--- config.mk ---
export PLATFORM = sky130hd
export DESIGN_NAME = fp_mult_pipe
export DESIGN_NICKNAME = d
export VERILOG_FILES = /design/src/rtl/fp_mult_pipe.sv
export SDC_FILE = /design/constraint.sdc
export NUM_CORES = 2
export LEC_CHECK = 0
export BUFFER_PORTS_ARGS = -buffer_cell sky130_fd_sc_hd__clkbuf_2
export CAP_MARGIN = 15
export CORE_MARGIN = 10
export CORE_UTILIZATION = 50
export DETAILED_ROUTE_END_ITERATION = 7
export PLACE_DENSITY = 0.73
export SKIP_LAST_GASP = 1
export SYNTH_ARGS = -nofsm -noshare
export SYNTH_HDL_FRONTEND = slang
export SYNTH_SLANG_ARGS = --single-unit
--- constraint.sdc ---
create_clock -name clk -period 5.4 [get_ports clk]
set_clock_uncertainty 0.2 [all_clocks]
set_input_delay 0.54 -clock clk [delete_from_list [all_inputs] [get_ports clk]]
set_output_delay 0.54 -clock clk [all_outputs]
set_load 0.01 [all_outputs]
--- src/rtl/fp_mult_pipe.sv ---
// Three-stage pipelined floating-point multiplier with valid/ready on both sides.
// Subnormal operands are flushed to zero; results carry an 8-bit status word.
module fp_mult_pipe #(
   parameter int  EXP_W = 8,
   parameter int  MAN_W = 23,
   localparam int W     = EXP_W + MAN_W + 1
) (
   input  logic         clk,
   input  logic         rst,
   input  logic         in_valid,
   output logic         in_ready,
   input  logic [W-1:0] a,
   input  logic [W-1:0] b,
   input  logic [2:0]   rnd,
   output logic         out_valid,
   input  logic         out_ready,
   output logic [W-1:0] z,
   output logic [7:0]   status
);

   localparam int ES = EXP_W + 2;
   localparam int PW = 2 * MAN_W + 2;
   localparam int SW = MAN_W + 2;
   localparam logic signed [ES-1:0] BIAS    = ES'((1 << (EXP_W - 1)) - 1);
   localparam logic signed [ES-1:0] EXP_TOP = ES'((1 << EXP_W) - 1);
   localparam logic signed [ES-1:0] EXP_ONE = ES'(1);

   logic s1_valid, s2_valid, s3_valid;
   logic s1_ready, s2_ready, s3_ready;

   // Back-pressure ripples combinationally from out_ready to in_ready.
   assign s3_ready  = !s3_valid || out_ready;
   assign s2_ready  = !s2_valid || s3_ready;
   assign s1_ready  = !s1_valid || s2_ready;
   assign in_ready  = s1_ready;
   assign out_valid = s3_valid;

   logic [EXP_W-1:0] ea, eb;
   logic [MAN_W-1:0] fa, fb;
   logic             a_nan, a_inf, a_zero, b_nan, b_inf, b_zero;
   logic signed [ES-1:0] exp_sum;

   assign ea      = a[W-2 -: EXP_W];
   assign eb      = b[W-2 -: EXP_W];
   assign fa      = a[MAN_W-1:0];
   assign fb      = b[MAN_W-1:0];
   assign a_zero  = ~|ea;
   assign b_zero  = ~|eb;
   assign a_nan   = (&ea) && (|fa);
   assign b_nan   = (&eb) && (|fb);
   assign a_inf   = (&ea) && !(|fa);
   assign b_inf   = (&eb) && !(|fb);
   assign exp_sum = $signed({2'b00, ea}) + $signed({2'b00, eb}) - BIAS;

   logic                 s1_sign, s1_nan, s1_inf, s1_zero;
   logic signed [ES-1:0] s1_exp;
   logic [PW-1:0]        s1_prod;
   logic [2:0]           s1_rnd;

   always_ff @(posedge clk or posedge rst) begin
      if (rst) begin
         s1_valid <= 1'b0;
         s1_sign  <= 1'b0;
         s1_nan   <= 1'b0;
         s1_inf   <= 1'b0;
         s1_zero  <= 1'b0;
         s1_exp   <= '0;
         s1_prod  <= '0;
         s1_rnd   <= '0;
      end else if (s1_ready) begin
         s1_valid <= in_valid;
         if (in_valid) begin
            s1_sign <= a[W-1] ^ b[W-1];
            s1_nan  <= a_nan || b_nan || (a_inf && b_zero) || (a_zero && b_inf);
            s1_inf  <= a_inf || b_inf;
            s1_zero <= a_zero || b_zero;
            s1_exp  <= exp_sum;
            s1_prod <= PW'({1'b1, fa}) * PW'({1'b1, fb});
            s1_rnd  <= rnd;
         end
      end
   end

   logic                 norm;
   logic [MAN_W:0]       mant_n;
   logic                 guard_n, sticky_n;
   logic signed [ES-1:0] exp_n;

   // Significand product lies in [1,4); a set MSB means one extra integer bit.
   assign norm     = s1_prod[PW-1];
   assign mant_n   = norm ? s1_prod[PW-1 -: MAN_W+1] : s1_prod[PW-2 -: MAN_W+1];
   assign guard_n  = norm ? s1_prod[MAN_W] : s1_prod[MAN_W-1];
   assign sticky_n = norm ? |s1_prod[MAN_W-1:0] : |s1_prod[MAN_W-2:0];
   assign exp_n    = norm ? s1_exp + EXP_ONE : s1_exp;

   logic                 s2_sign, s2_nan, s2_inf, s2_zero, s2_guard, s2_sticky;
   logic signed [ES-1:0] s2_exp;
   logic [MAN_W:0]       s2_mant;
   logic [2:0]           s2_rnd;

   always_ff @(posedge clk or posedge rst) begin
      if (rst) begin
         s2_valid  <= 1'b0;
         s2_sign   <= 1'b0;
         s2_nan    <= 1'b0;
         s2_inf    <= 1'b0;
         s2_zero   <= 1'b0;
         s2_guard  <= 1'b0;
         s2_sticky <= 1'b0;
         s2_exp    <= '0;
         s2_mant   <= '0;
         s2_rnd    <= '0;
      end else if (s2_ready) begin
         s2_valid <= s1_valid;
         if (s1_valid) begin
            s2_sign   <= s1_sign;
            s2_nan    <= s1_nan;
            s2_inf    <= s1_inf;
            s2_zero   <= s1_zero;
            s2_guard  <= guard_n;
            s2_sticky <= sticky_n;
            s2_exp    <= exp_n;
            s2_mant   <= mant_n;
            s2_rnd    <= s1_rnd;
         end
      end
   end

   logic                 inc, lost, carry, sat_max, sat_min;
   logic [SW-1:0]        mant_sum;
   logic [MAN_W-1:0]     frac_r;
   logic signed [ES-1:0] exp_r;
   logic [W-1:0]         z_next;
   logic [7:0]           status_next;

   always_comb begin
      lost = s2_guard || s2_sticky;
      inc  = 1'b0;
      case (s2_rnd)
         3'b001:  inc = 1'b0;
         3'b010:  inc = !s2_sign && lost;
         3'b011:  inc = s2_sign && lost;
         3'b100:  inc = s2_guard;
         3'b101:  inc = lost;
         default: inc = s2_guard && (s2_sticky || s2_mant[0]);
      endcase
      mant_sum = {1'b0, s2_mant} + SW'(inc);
      carry    = mant_sum[SW-1];
      frac_r   = carry ? mant_sum[MAN_W:1] : mant_sum[MAN_W-1:0];
      exp_r    = carry ? s2_exp + EXP_ONE : s2_exp;
      sat_max  = (s2_rnd == 3'b001) || (s2_rnd == 3'b011 && !s2_sign) ||
                 (s2_rnd == 3'b010 && s2_sign);
      sat_min  = (s2_rnd == 3'b101) || (s2_rnd == 3'b010 && !s2_sign) ||
                 (s2_rnd == 3'b011 && s2_sign);

      z_next      = '0;
      status_next = '0;
      if (s2_nan) begin
         z_next      = {1'b0, {EXP_W{1'b1}}, 1'b1, {(MAN_W-1){1'b0}}};
         status_next = 8'h04;
      end else if (s2_inf) begin
         z_next      = {s2_sign, {EXP_W{1'b1}}, {MAN_W{1'b0}}};
         status_next = 8'h02;
      end else if (s2_zero) begin
         z_next      = {s2_sign, {(W-1){1'b0}}};
         status_next = 8'h01;
      end else if (exp_r >= EXP_TOP) begin
         if (sat_max) begin
            z_next      = {s2_sign, {(EXP_W-1){1'b1}}, 1'b0, {MAN_W{1'b1}}};
            status_next = 8'h30;
         end else begin
            z_next      = {s2_sign, {EXP_W{1'b1}}, {MAN_W{1'b0}}};
            status_next = 8'h32;
         end
      end else if (exp_r < EXP_ONE) begin
         if (sat_min) begin
            z_next      = {s2_sign, {(EXP_W-1){1'b0}}, 1'b1, {MAN_W{1'b0}}};
            status_next = 8'h28;
         end else begin
            z_next      = {s2_sign, {(W-1){1'b0}}};
            status_next = 8'h29;
         end
      end else begin
         z_next      = {s2_sign, exp_r[EXP_W-1:0], frac_r};
         status_next = {2'b00, lost, 5'b00000};
      end
   end

   always_ff @(posedge clk or posedge rst) begin
      if (rst) begin
         s3_valid <= 1'b0;
         z        <= '0;
         status   <= '0;
      end else if (s3_ready) begin
         s3_valid <= s2_valid;
         if (s2_valid) begin
            z      <= z_next;
            status <= status_next;
         end
      end
   end

endmodule

# After elaboration in Yosys (flattened, before gate mapping)
# Cells that the tools add are included.
[totals] regBits=151 elab_cells=102
[classes] addsub=5 multipliers=1 magnitude_cmp=2 eq_ne=5 muxes=21 n_bitwise=1 reduce_logical=46
[ops] operator="two-way mux 31 bit" count=4
[ops] operator="two-way mux 24 bit" count=3
[ops] operator="OR reduction 23 bit" count=3
[ops] operator="multiplier 24 x 24 -> 48 bit" count=1
[ops] operator="two-way mux 8 bit" count=5
[ops] operator="two-way mux 32 bit" count=1
[ops] operator="adder 24 x 1 -> 25 bit" count=1
[ops] operator="two-way mux 23 bit" count=1
[ops] operator="OR reduction 22 bit" count=1
[ops] operator="adder 10 x 2 -> 10 bit (second input constant)" count=2
[ops] operator="two-way mux 10 bit" count=2
[ops] operator="AND reduction 8 bit" count=2
[ops] operator="OR reduction 8 bit" count=2
[ops] operator="logical OR 1 bit" count=14
[ops] operator="logical AND 1 bit" count=13
[ops] operator="greater-or-equal comparator 10 x 9 -> 1 bit (second input constant)" count=1
[ops] operator="less-than comparator 10 x 2 -> 1 bit (second input constant)" count=1
[ops] operator="subtractor 9 x 7 -> 10 bit (second input constant)" count=1
[ops] operator="adder 8 x 8 -> 9 bit" count=1
[ops] operator="zero test 1 bit" count=8
[ops] operator="== test 3 x 2 -> 1 bit (second input constant)" count=2
[ops] operator="== test 3 bit (second input constant)" count=2
[ops] operator="AND reduction 2 bit" count=3
[ops] operator="one-hot mux 1 bit (5 select lines)" count=1
[ops] operator="other kinds (4)" count=6

# Depth between registers and ports, before layout
[logic_depth] depth_word=11 ltp_mapped=27 ltp_nobuf=25

# Worst setup path before layout
# Ideal clock, no wire load.
[synth_path] path_kind="input port to flip-flop" from="input b[12]" to="register s1_prod[36]" t_arrival_ns=6.841 required_time_ns=5.051 path_slack_ns=-1.790 stages=26 n_path_buf=1 cell_sequence="clkbuf_1 -> inv_1 -> nor2_1 -> fa_1 -> inv_1 -> fa_1 -> inv_1 -> fa_1 -> inv_1 -> fa_1 -> inv_1 -> fa_1 -> fa_1 -> inv_1 -> fa_1 -> inv_1 -> ha_1 -> a21oi_1 -> o2111ai_1 -> a221oi_1 -> nor2_1 -> nor3b_1 -> o21bai_1 -> a221oi_1 -> mux2i_1 -> o311ai_0"
[synth_via] elab_chain_len=1
[synth_lines] element="start: declaration" line="13" text="input logic [W-1:0] b,"
[synth_lines] element="multiplier 24 x 24 -> 48 bit" line="78" text="s1_prod <= PW'({1'b1, fa}) * PW'({1'b1, fb});"
[synth_lines] element="end signal: assignment" line="78"
[synth_lines] element="end: declaration" line="57" text="logic [PW-1:0] s1_prod;"
# Every way passes these cells.
# A chain may end at the register's enable or synchronous reset.

# Worst setup path in the final report
[layout_path] from="input b[10]" to="register s1_prod[36]"
# The elaborated chain is that of the path after synthesis.

==> results.yml <==
status:
  outcome: "complete, but fails checks"
  violations: "setup timing"
clocking:
  root_buffer: "clkbuf_16"
  clkTransAtPathRegs_ns: 0.07
  clk_path_buf_depth: 2
  holdBufCountCts: 0
  cts_tree: "done"
  clock_latency_ns: 0.42
  cts_buffers: 17
  cts.htree.levels: 4
  cts_sinks: 149
route:
  wirelength_mm: 73.9
  drt_iter0_markers: 1250
  vias_per_cell: 5.29
  ant_nets: 0
  drc_errors: 0
  first_pass_iters: 7
  wl_per_cell_um: 18.7
  vias: 20958
place:
  dp_slack_ns: -1.89
  port_buffers: 110
  place_hpwl_mm: 60.2
  gp_congestion: 0.952
  place_area_um2: 29900
setup_path:
  crit_path_frequent_cell: "fa_1"
  rrSetupSlack_ns: 1.03
  crit_chain: "clkbuf_2, buf_12, and2_4, fa_1, inv_1, fa_1, inv_1, fa_1, fa_1, fa_2, fa_1, fa_1, ha_4, a21oi_4, o2111ai_2, a221oi_2, nor2_2, nor3b_4, o21bai_2, a221oi_2, mux2i_1, o311ai_1"
  critPathKind: "input port to flop"
  cp.arrival_ns: 6.73
  startpoint: "b[10]"
  cpMaxStageDelayCell: "fa_1"
  end_kind: "flop"
  crit_family: "adder cells"
  critPathMaxStageDelay_ns: 0.55
  r2r_start: "s2_rnd[0]$_DFFE_PP0P_"
  cp-start-kind: "input port"
  required_ns: 5.47
  path_buf_inv: 4
  path_max_fanout: 20
timing:
  drv_slew: 0
  fin_crit_sh_pct: 123
  final.setup.worst_slack_ns: -1.27
  period_needed_ns: 6.67
  finalHoldViolCount: 0
  rsz0062_at_grt: "yes"
  max_clock_freq_ghz: 0.150
  setup_violations: 37
  max_slew_margin_pct: 31.9
  tightest_slew_ns: 1.02
global_routing:
  grt_usage_pct: 23.4
  grt_max_degree: 108
  antenna_found_initial: 0
  grt_pass1_vias: 22733
  grt.overflow.total: 0
  grt_pass1_wl_mm: 119
yosys:
  netlist_area_um2: 26100
  synth-edff-count: 0
  synthTopCellsByCount: "599 x inv_1, 483 x fa_1, 398 x nand2_1"
  synth_cell_types: 71
  synth_top_cell_by_area: "fa_1"
  ys.flop_type: "dfrtp_1"
  yosys_warnings: 0
  ys_top_cells_by_area: "fa_1 37%, dfrtp_1 14%, ha_1 9.3%, inv_1 8.6%, and2_1 6.3%"
  netlist.area_leader.share_pct: 37.0
  synth.yosys.seq_area_share_pct: 14.3
  synthArstFlopShare_pct: 100
  yosysMostFrequentCell: "inv_1"
  ys_ff_latch: 149
  syn-instance-count: 2893
  syn_avg_cell_area_um2: 9.03
floorplanning:
  num_rows: 83
  die-width_um: 249
  ioPinCount: 113
  core_area_um2: 51500
  die_area_um2: 61800
  die_y_um: 249
  initial_utilization_pct: 50.7
layout:
  drive_gt1_share_pct: 24.4
  postLayoutCellArea_um2: 32600
  final_nets: 4014
  diodes: 0
  syn_to_final_growth_pct: 24.7
run:
  cap_violations: 0
worst_hold_path:
  min_path_type: "input port to async pin"
## sequential cells by signal, summed over array words and instances, names as in the netlist, 3 cells and up
register  count
s1_prod      48
z            32
s2_mant      24
s1_exp       10
s2_exp       10
status        6
s1_rnd        3
s2_rnd        3
## layout by cell type (no fill, tap or decap), types with 35 or more instances in the layout
| cell type | instances |
|---|---|
| a21oi_1 | 56 |
| and2_1 | 227 |
| and2_4 | 35 |
| buf_4 | 309 |
| buf_6 | 45 |
| clkbuf_2 | 69 |
| dfrtp_1 | 149 |
| fa_1 | 450 |
| ha_1 | 168 |
| inv_1 | 549 |
| inv_2 | 45 |
| nand2_1 | 381 |
| nor2_1 | 71 |
| o21ai_0 | 96 |
| xnor2_1 | 38 |
## area by class of cell
cell class                 count  area, um2
sequential                   149       3730
fill                        4155      18900
tap                          680        851
inverter                     600       2280
multi-input combinational   2004      20800
clock inverter                12        121
timing repair buffer         494       4410
clock buffer                  20        437
## final timing paths
| check | end | cells after the start |
|---|---|---|
| min reg2reg | z[31]$_DFFE_PP0P_ | 2 |
| max in group asynchronous | s1_valid$_DFFE_PP0N_ | 3 |
| max | s1_prod[36]$_DFFE_PP0P_ | 22 |
| min in group clk | s1_rnd[0]$_DFFE_PP0P_ | 2 |
| max reg2reg | z[29]$_DFFE_PP0P_ | 17 |
| min | s1_prod[6]$_DFFE_PP0P_ | 2 |
## through the flow
| stage | hold WS, ns | cells | TNS (ns) | util [%] |
|---|---|---|---|---|
| 3_3_place_gp | 0.260 | 3854 | -51.85 | 58.1 |
| 5_1_grt | 0.161 | 3959 | -39.46 | 63.3 |
| 3_5_place_dp | 0.272 | 3854 | -57.22 | 58.1 |
| 2_1_floorplan | 0.245 | 2894 | -25.31 | - |
| 4_1_cts | 0.151 | 3920 | -29.42 | 61.5 |
| 6_report | 0.105 | 3959 | -32.22 | 63.3 |
## logic make-up (layout without fill, tap and decap cells)
logic type               after synthesis  after routing  share of synthesized area [%]
adder cells (fa/ha/maj)              677            677                           46.3
XOR/XNOR                              80             80                           2.68
AO/OA/AOI/OAI                        317            317                           7.36
flip-flops                           149            149                           14.3
multiplexers                          49             49                           1.97
AND/OR/NAND/NOR                      879            879                           16.7
buffers and inverters                741           1126                           10.8
other                                  1              2                         0.0143
## repair_timing
item / CTS / global route
pin swaps: 120 / 102
gates cloned: 5 / 5
setup endpoints to repair: 38 / 38
resized for setup: 209 / 167
buffers inserted: 30 / 37
## layer usage
layer	up-vias	global-route usage, %	wire [um]
met5	-	0	0
met4	0	7.55	2480
met3	137	4.62	6020
met2	748	38.0	34900
met1	10485	31.0	30500
li1	9588	-	-
Power is left out: the tool's default activity adds up to more than one toggle a clock period on the data nets, which glitch-free logic cannot reach.
